## src/rtl/fdd_timing_pkg.sv

```systemverilog
// Shared timing constants, rotation state encoding and width helpers for the floppy drive model.
// All durations are counted in 1 MHz tick_us units.
package fdd_timing_pkg;

  localparam int unsigned DEF_ROT_PERIOD_US  = 200000;
  localparam int unsigned DEF_INDEX_WIDTH_US = 4000;
  localparam int unsigned DEF_SPINUP_US      = 500000;
  localparam int unsigned DEF_SPINDOWN_US    = 1000000;

  typedef enum logic [1:0] {
    ROT_OFF      = 2'd0,
    ROT_SPINUP   = 2'd1,
    ROT_READY    = 2'd2,
    ROT_SPINDOWN = 2'd3
  } fdd_rot_state_t;

  function automatic int unsigned fdd_max(input int unsigned a, input int unsigned b);
    return (a > b) ? a : b;
  endfunction

  localparam int unsigned DEF_ROT_POS_W = $clog2(DEF_ROT_PERIOD_US);
  localparam int unsigned DEF_TIMER_W   = $clog2(fdd_max(DEF_SPINUP_US, DEF_SPINDOWN_US) + 1);

endpackage

```

## src/rtl/fdd_rot_pos_counter.sv

```systemverilog
// Tick-enabled modulo-PERIOD position counter with a wrap flag; pos_o is registered, 1 clk after en_i.
// No backpressure: every enabled cycle advances; clr_i wins over en_i and suppresses the wrap flag.
module fdd_rot_pos_counter #(
  parameter int unsigned PERIOD = 20,
  parameter int unsigned W      = $clog2(PERIOD)
) (
  input  logic         clk_i,
  input  logic         rst_n_i,
  input  logic         en_i,
  input  logic         clr_i,
  output logic [W-1:0] pos_o,
  output logic [W-1:0] pos_next_o,
  output logic         wrap_o
);

  localparam logic [W-1:0] LAST = W'(PERIOD - 1);

  logic [W-1:0] pos_q, pos_d;

  always_comb begin
    pos_d  = pos_q;
    wrap_o = 1'b0;
    if (clr_i) begin
      pos_d = '0;
    end else if (en_i) begin
      if (pos_q == LAST) begin
        pos_d  = '0;
        wrap_o = 1'b1;
      end else begin
        pos_d = pos_q + W'(1);
      end
    end
  end

  always_ff @(posedge clk_i or negedge rst_n_i) begin
    if (!rst_n_i) pos_q <= '0;
    else          pos_q <= pos_d;
  end

  assign pos_o      = pos_q;
  assign pos_next_o = pos_d;

endmodule

```

## src/rtl/fdd_rotation_timer.sv

```systemverilog
// Floppy drive mechanics: spin-up/down FSM, rotation position, index, ready and rev_strobe; outputs registered, 1 clk.
// No backpressure; `define FDD_FAST_SPINUP_EN shortens SPINUP to a single tick.
module fdd_rotation_timer
  import fdd_timing_pkg::*;
#(
  parameter int unsigned ROT_PERIOD_US  = DEF_ROT_PERIOD_US,
  parameter int unsigned INDEX_WIDTH_US = DEF_INDEX_WIDTH_US,
  parameter int unsigned SPINUP_US      = DEF_SPINUP_US,
  parameter int unsigned SPINDOWN_US    = DEF_SPINDOWN_US,
  localparam int unsigned POS_W   = $clog2(ROT_PERIOD_US),
  localparam int unsigned TIMER_W = $clog2(fdd_max(SPINUP_US, SPINDOWN_US) + 1)
) (
  input  logic             clk,
  input  logic             reset_n,
  input  logic             tick_us,
  input  logic             motor_on,
  input  logic             disk_present,
  output logic             spinning,
  output logic             ready,
  output logic             index,
  output logic             rev_strobe,
  output logic [POS_W-1:0] rot_pos
);

`ifdef FDD_FAST_SPINUP_EN
  localparam logic [TIMER_W-1:0] SPINUP_LOAD = '0;
`else
  localparam logic [TIMER_W-1:0] SPINUP_LOAD = TIMER_W'(SPINUP_US - 1);
`endif
  localparam logic [TIMER_W-1:0] SPINDOWN_LOAD = TIMER_W'(SPINDOWN_US - 1);

  fdd_rot_state_t     state_q, state_d;
  logic [TIMER_W-1:0] timer_q, timer_d;
  logic               pos_en, pos_clr, pos_wrap;
  logic [POS_W-1:0]   pos_next;
  logic               spinning_q, ready_q, index_q, rev_strobe_q;
  logic               spin_d;

  // motor_on edges take priority over the tick: reload, never decrement, on those cycles.
  always_comb begin
    state_d = state_q;
    timer_d = timer_q;
    pos_clr = 1'b0;
    case (state_q)
      ROT_OFF: begin
        if (motor_on) begin
          state_d = ROT_SPINUP;
          timer_d = SPINUP_LOAD;
        end
      end
      ROT_SPINUP: begin
        if (!motor_on) begin
          state_d = ROT_SPINDOWN;
          timer_d = SPINDOWN_LOAD;
        end else if (tick_us) begin
          if (timer_q == '0) state_d = ROT_READY;
          else               timer_d = timer_q - TIMER_W'(1);
        end
      end
      ROT_READY: begin
        if (!motor_on) begin
          state_d = ROT_SPINDOWN;
          timer_d = SPINDOWN_LOAD;
        end
      end
      ROT_SPINDOWN: begin
        if (motor_on) begin
          state_d = ROT_READY;
        end else if (tick_us) begin
          if (timer_q == '0) begin
            state_d = ROT_OFF;
            pos_clr = 1'b1;
          end else begin
            timer_d = timer_q - TIMER_W'(1);
          end
        end
      end
      default: state_d = ROT_OFF;
    endcase
  end

  assign pos_en = tick_us && (state_q != ROT_OFF);
  assign spin_d = (state_d != ROT_OFF);

  fdd_rot_pos_counter #(
    .PERIOD (ROT_PERIOD_US),
    .W      (POS_W)
  ) u_rot_pos (
    .clk_i      (clk),
    .rst_n_i    (reset_n),
    .en_i       (pos_en),
    .clr_i      (pos_clr),
    .pos_o      (rot_pos),
    .pos_next_o (pos_next),
    .wrap_o     (pos_wrap)
  );

  // Flags are built from next-state values so they line up with the state and rot_pos registers.
  always_ff @(posedge clk or negedge reset_n) begin
    if (!reset_n) begin
      state_q      <= ROT_OFF;
      timer_q      <= '0;
      spinning_q   <= 1'b0;
      ready_q      <= 1'b0;
      index_q      <= 1'b0;
      rev_strobe_q <= 1'b0;
    end else begin
      state_q      <= state_d;
      timer_q      <= timer_d;
      spinning_q   <= spin_d;
      ready_q      <= (state_d == ROT_READY) && disk_present;
      index_q      <= spin_d && disk_present && (pos_next < POS_W'(INDEX_WIDTH_US));
      rev_strobe_q <= pos_wrap && disk_present;
    end
  end

  assign spinning   = spinning_q;
  assign ready      = ready_q;
  assign index      = index_q;
  assign rev_strobe = rev_strobe_q;

endmodule

```

## config.mk

```make
export PLATFORM = sky130hd
export DESIGN_NAME = fdd_rotation_timer
export DESIGN_NICKNAME = d
export VERILOG_FILES = /design/src/rtl/fdd_timing_pkg.sv /design/src/rtl/fdd_rot_pos_counter.sv /design/src/rtl/fdd_rotation_timer.sv
export SDC_FILE = /design/constraint.sdc
export NUM_CORES = 1
export LEC_CHECK = 0
export CORE_MARGIN = 2
export CORE_UTILIZATION = 65
export DETAILED_ROUTE_END_ITERATION = 6
export DONT_BUFFER_PORTS = 1
export GPL_TIMING_DRIVEN = 1
export PLACE_DENSITY = 0.87
export REMOVE_ABC_BUFFERS = 1
export SLEW_MARGIN = 30
export SYNTH_ARGS = -nofsm -noshare
export SYNTH_HDL_FRONTEND = slang
export SYNTH_SLANG_ARGS = --single-unit
```

## constraint.sdc

```tcl
create_clock -name clk -period 4.3 [get_ports clk]
set_clock_uncertainty 0.15 [all_clocks]
set_input_delay 0.215 -clock clk [delete_from_list [all_inputs] [get_ports clk]]
set_output_delay 0.215 -clock clk [all_outputs]
set_load 0.1 [all_outputs]
```

==> results_dict.tcl <==
set metrics [dict create \
    first_pass_iters 5 \
    finalSetupViolations 0 \
    die_x_um 71.37 \
    drv_slew 0 \
    diodes 0 \
    hold_violations 0 \
    syn_area_mm2 0.002950 \
    yosys_warnings 0 \
    slew_headroom_pct 31.96 \
    drtIter0Drc 285 \
    grt.overflow.total 0 \
    setup_tns_ns 0 \
    synth_edf_count 0 \
    gp_congestion 0.8590 \
    crit_fanout 13 \
    drive_gt1_share_pct 13.65 \
    antenna_left 0 \
    final_nets 344 \
    tightest_slew_ns 1.021 \
    peakVddDrop_mv 0.2348 \
    grt_pass1_vias 2485 \
    clkPwrFrac_pct 28.1 \
    route.vias.total 2633 \
    path_cells "ha_1 -> nand4_1 -> nor2_1 -> nand2_1 -> nand2_1 -> nor2_1 -> a221oi_2" \
    cellPowerDensity_mw_per_mm2 360.0 \
    wire_per_inst_um 17.58 \
    portBuffers 0 \
    p_int_mw 0.6993 \
    ys_top_cells_by_area "dfrtp_1, nand2_1, nor2_1" \
    critPathMaxStageDelay_ns 0.99 \
    clockBufferDepth 2 \
    async_flop_share_pct 100.0 \
    hold_class "input pin to register" \
    cts_made_buffers 5 \
    initial_utilization_pct 67.76 \
    htreeDepth 2 \
    cp-start-kind "register" \
    root_buffer "clkbuf_8" \
    synth_top_area_share_pct 37.32 \
    synth_ff_type "dfrtp_1" \
    place_area_mm2 0.002967 \
    p_sw_share_pct 38.04 \
    vias_per_cell 6.769 \
    rsz0062_at_grt "no" \
    clkTransAtPathRegs_ns 0.09 \
    syn_inst 329 \
    holdPathStages 4 \
    crit_family "simple AND/OR/NAND/NOR gates" \
    cts_tree "yes" \
    r2r_cells 7 \
    die_h_um 71.37 \
    crit_type "register to register" \
    core_mm2 0.004354 \
    fin_area_mm2 0.003136 \
    cts_sinks 44 \
    max-cap-violations 0 \
    leakage_nw 1.291 \
    die-area_mm2 0.005094 \
    switchingPower_mw 0.4294 \
    seqPwrFrac_pct 46.7 \
    synth_cell_type_count 67 \
    num_rows 24 \
    yosysSeqAreaShare_pct 37.32 \
    routed_wl_mm 6.838 \
    crit_slowest_cell "dfrtp_1" \
    dp_hpwl_mm 4.750 \
    crit_arrival_ns 3.14 \
    synth.cells.most_frequent "dfrtp_1, nand2_1, nor2_1" \
    grt_start_max_net_pins 45 \
    power_frac_comb_pct 25.2 \
    post-route-period-util_pct 71.97 \
    final.min_clock_period_ns 3.095 \
    drc_errors 0 \
    critPathBufInv 0 \
    clk_latency_ns 0.30 \
    area_delta_synth_final_pct 6.277 \
    antenna_found_initial 0 \
    grt_pass1_wl_mm 11.64 \
    syn_avg_cell_area_um2 8.968 \
    status "finished clean" \
    fmax_mhz 323.1 \
    yosysTopAreaCell "dfrtp_1" \
    synth-seq-cells 44 \
    yosysMostFrequentCell "dfrtp_1" \
    path_depth 7 \
    grt_usage_pct 28.56 \
    cts-resized-gates 0 \
    cp.required_ns 4.35 \
    crit_path_end_kind "register" \
    num_io_pins 27 \
]
[cell families after synthesis]
logic type | after synthesis | synth area share, %
AO/OA/AOI/OAI | 78 | 19.13
AND/OR/NAND/NOR | 151 | 28.33
flip-flops | 44 | 37.32
adder cells (fa/ha/maj) | 3 | 1.272
multiplexers | 8 | 2.799
buffers and inverters | 27 | 5.810
XOR/XNOR | 18 | 5.344
[power by group through the flow]
stage               combinational (mW)  clock (mW)  sequential (mW)
floorplan                        0.107           0            0.637
global placement                 0.264           0            0.531
CTS                              0.284       0.321            0.526
finish                           0.284       0.317            0.527
global route                     0.305       0.335            0.534
detailed placement               0.269           0            0.534
[metal layers]
layer	track usage [%]	vias to the layer above	wire, µm
li1	-	1224	-
met1	35.43	1265	2671
met5	0	-	0
met2	49.38	130	3491
met4	10.48	0	120
met3	5.626	14	555
[registers in the layout (all words and copies together), names as in the netlist]
signal and count:
timer_q 20, u_rot_pos.pos_o 18, state_q 2, index 1, ready 1, rev_strobe 1
spinning 1
[stage by stage]
stage / util [%] / hold slack, ns / setup slack [ns] / std cells / power (mW)
2_1_floorplan: - / -0.2306 / 1.516 / 314 / 0.7439
6_report: 72.01 / 0.01099 / 1.205 / 389 / 1.129
3_5_place_dp: 68.13 / -0.2296 / 1.255 / 376 / 0.8029
4_1_cts: 71.98 / 0.004351 / 1.232 / 389 / 1.131
3_3_place_gp: 68.07 / -0.2296 / 1.388 / 376 / 0.7955
5_1_grt: 72.01 / 0.05121 / 0.9673 / 389 / 1.173
[tightest hold or removal path, cell delays in order]
cell and delay [ns]:
nand2_1 0.03, nand2_1 0.05, a21oi_1 0.06, o21ai_0 0.07
[area by class of cell]
cell class,instances,area [µm²]
clock buffer,6,72.57
clock inverter,2,35.03
fill,318,1219
inverter,12,45.04
multi-input combinational,258,1678
sequential,44,1105
tap,52,65.06
timing repair buffer,15,135.1
[worst paths after layout]
path | slack (ns) | start | endpoint
max | 1.21 | u_rot_pos.pos_o[1]$_DFFE_PN0P_ | index$_DFF_PN0_
max in group asynchronous | 3.54 | reset_n | u_rot_pos.pos_o[7]$_DFF_PN0_
min in group asynchronous | 0.24 | reset_n | u_rot_pos.pos_o[5]$_DFF_PN0_
max reg2reg | 1.21 | u_rot_pos.pos_o[1]$_DFFE_PN0P_ | index$_DFF_PN0_
min | 0.01 | motor_on | timer_q[14]$_DFFE_PN0P_
min reg2reg | 0.43 | timer_q[7]$_DFFE_PN0P_ | timer_q[7]$_DFFE_PN0P_
[layout by cell type, fill, tap and decap left out, types with 3 or more instances in the layout]
master,instances
nor3_2,4
inv_1,11
nor2_1,36
nand4_1,9
a22o_1,3
buf_4,10
a21oi_1,18
nor3b_1,3
or3_1,6
clkbuf_8,5
o211ai_1,3
o21ai_1,3
dfrtp_1,41
nand2_1,36
o311ai_0,4
nor3_1,13
dlygate4sd3_1,4
nand3_1,13
xor2_1,9
dfrtp_2,3
ha_1,3
o31ai_1,3
o21ai_0,19
mux2i_1,6
and3_1,4
xnor2_1,9
nand2b_1,4
[repair_timing]
item                                   in CTS  in global routing
endpoints found under the hold margin      49                  0
setup endpoints to repair                   0                  0
hold buffers                                5                  0
buffers inserted                            0                  0
Note: power is estimated with default switching activity, not from simulation.
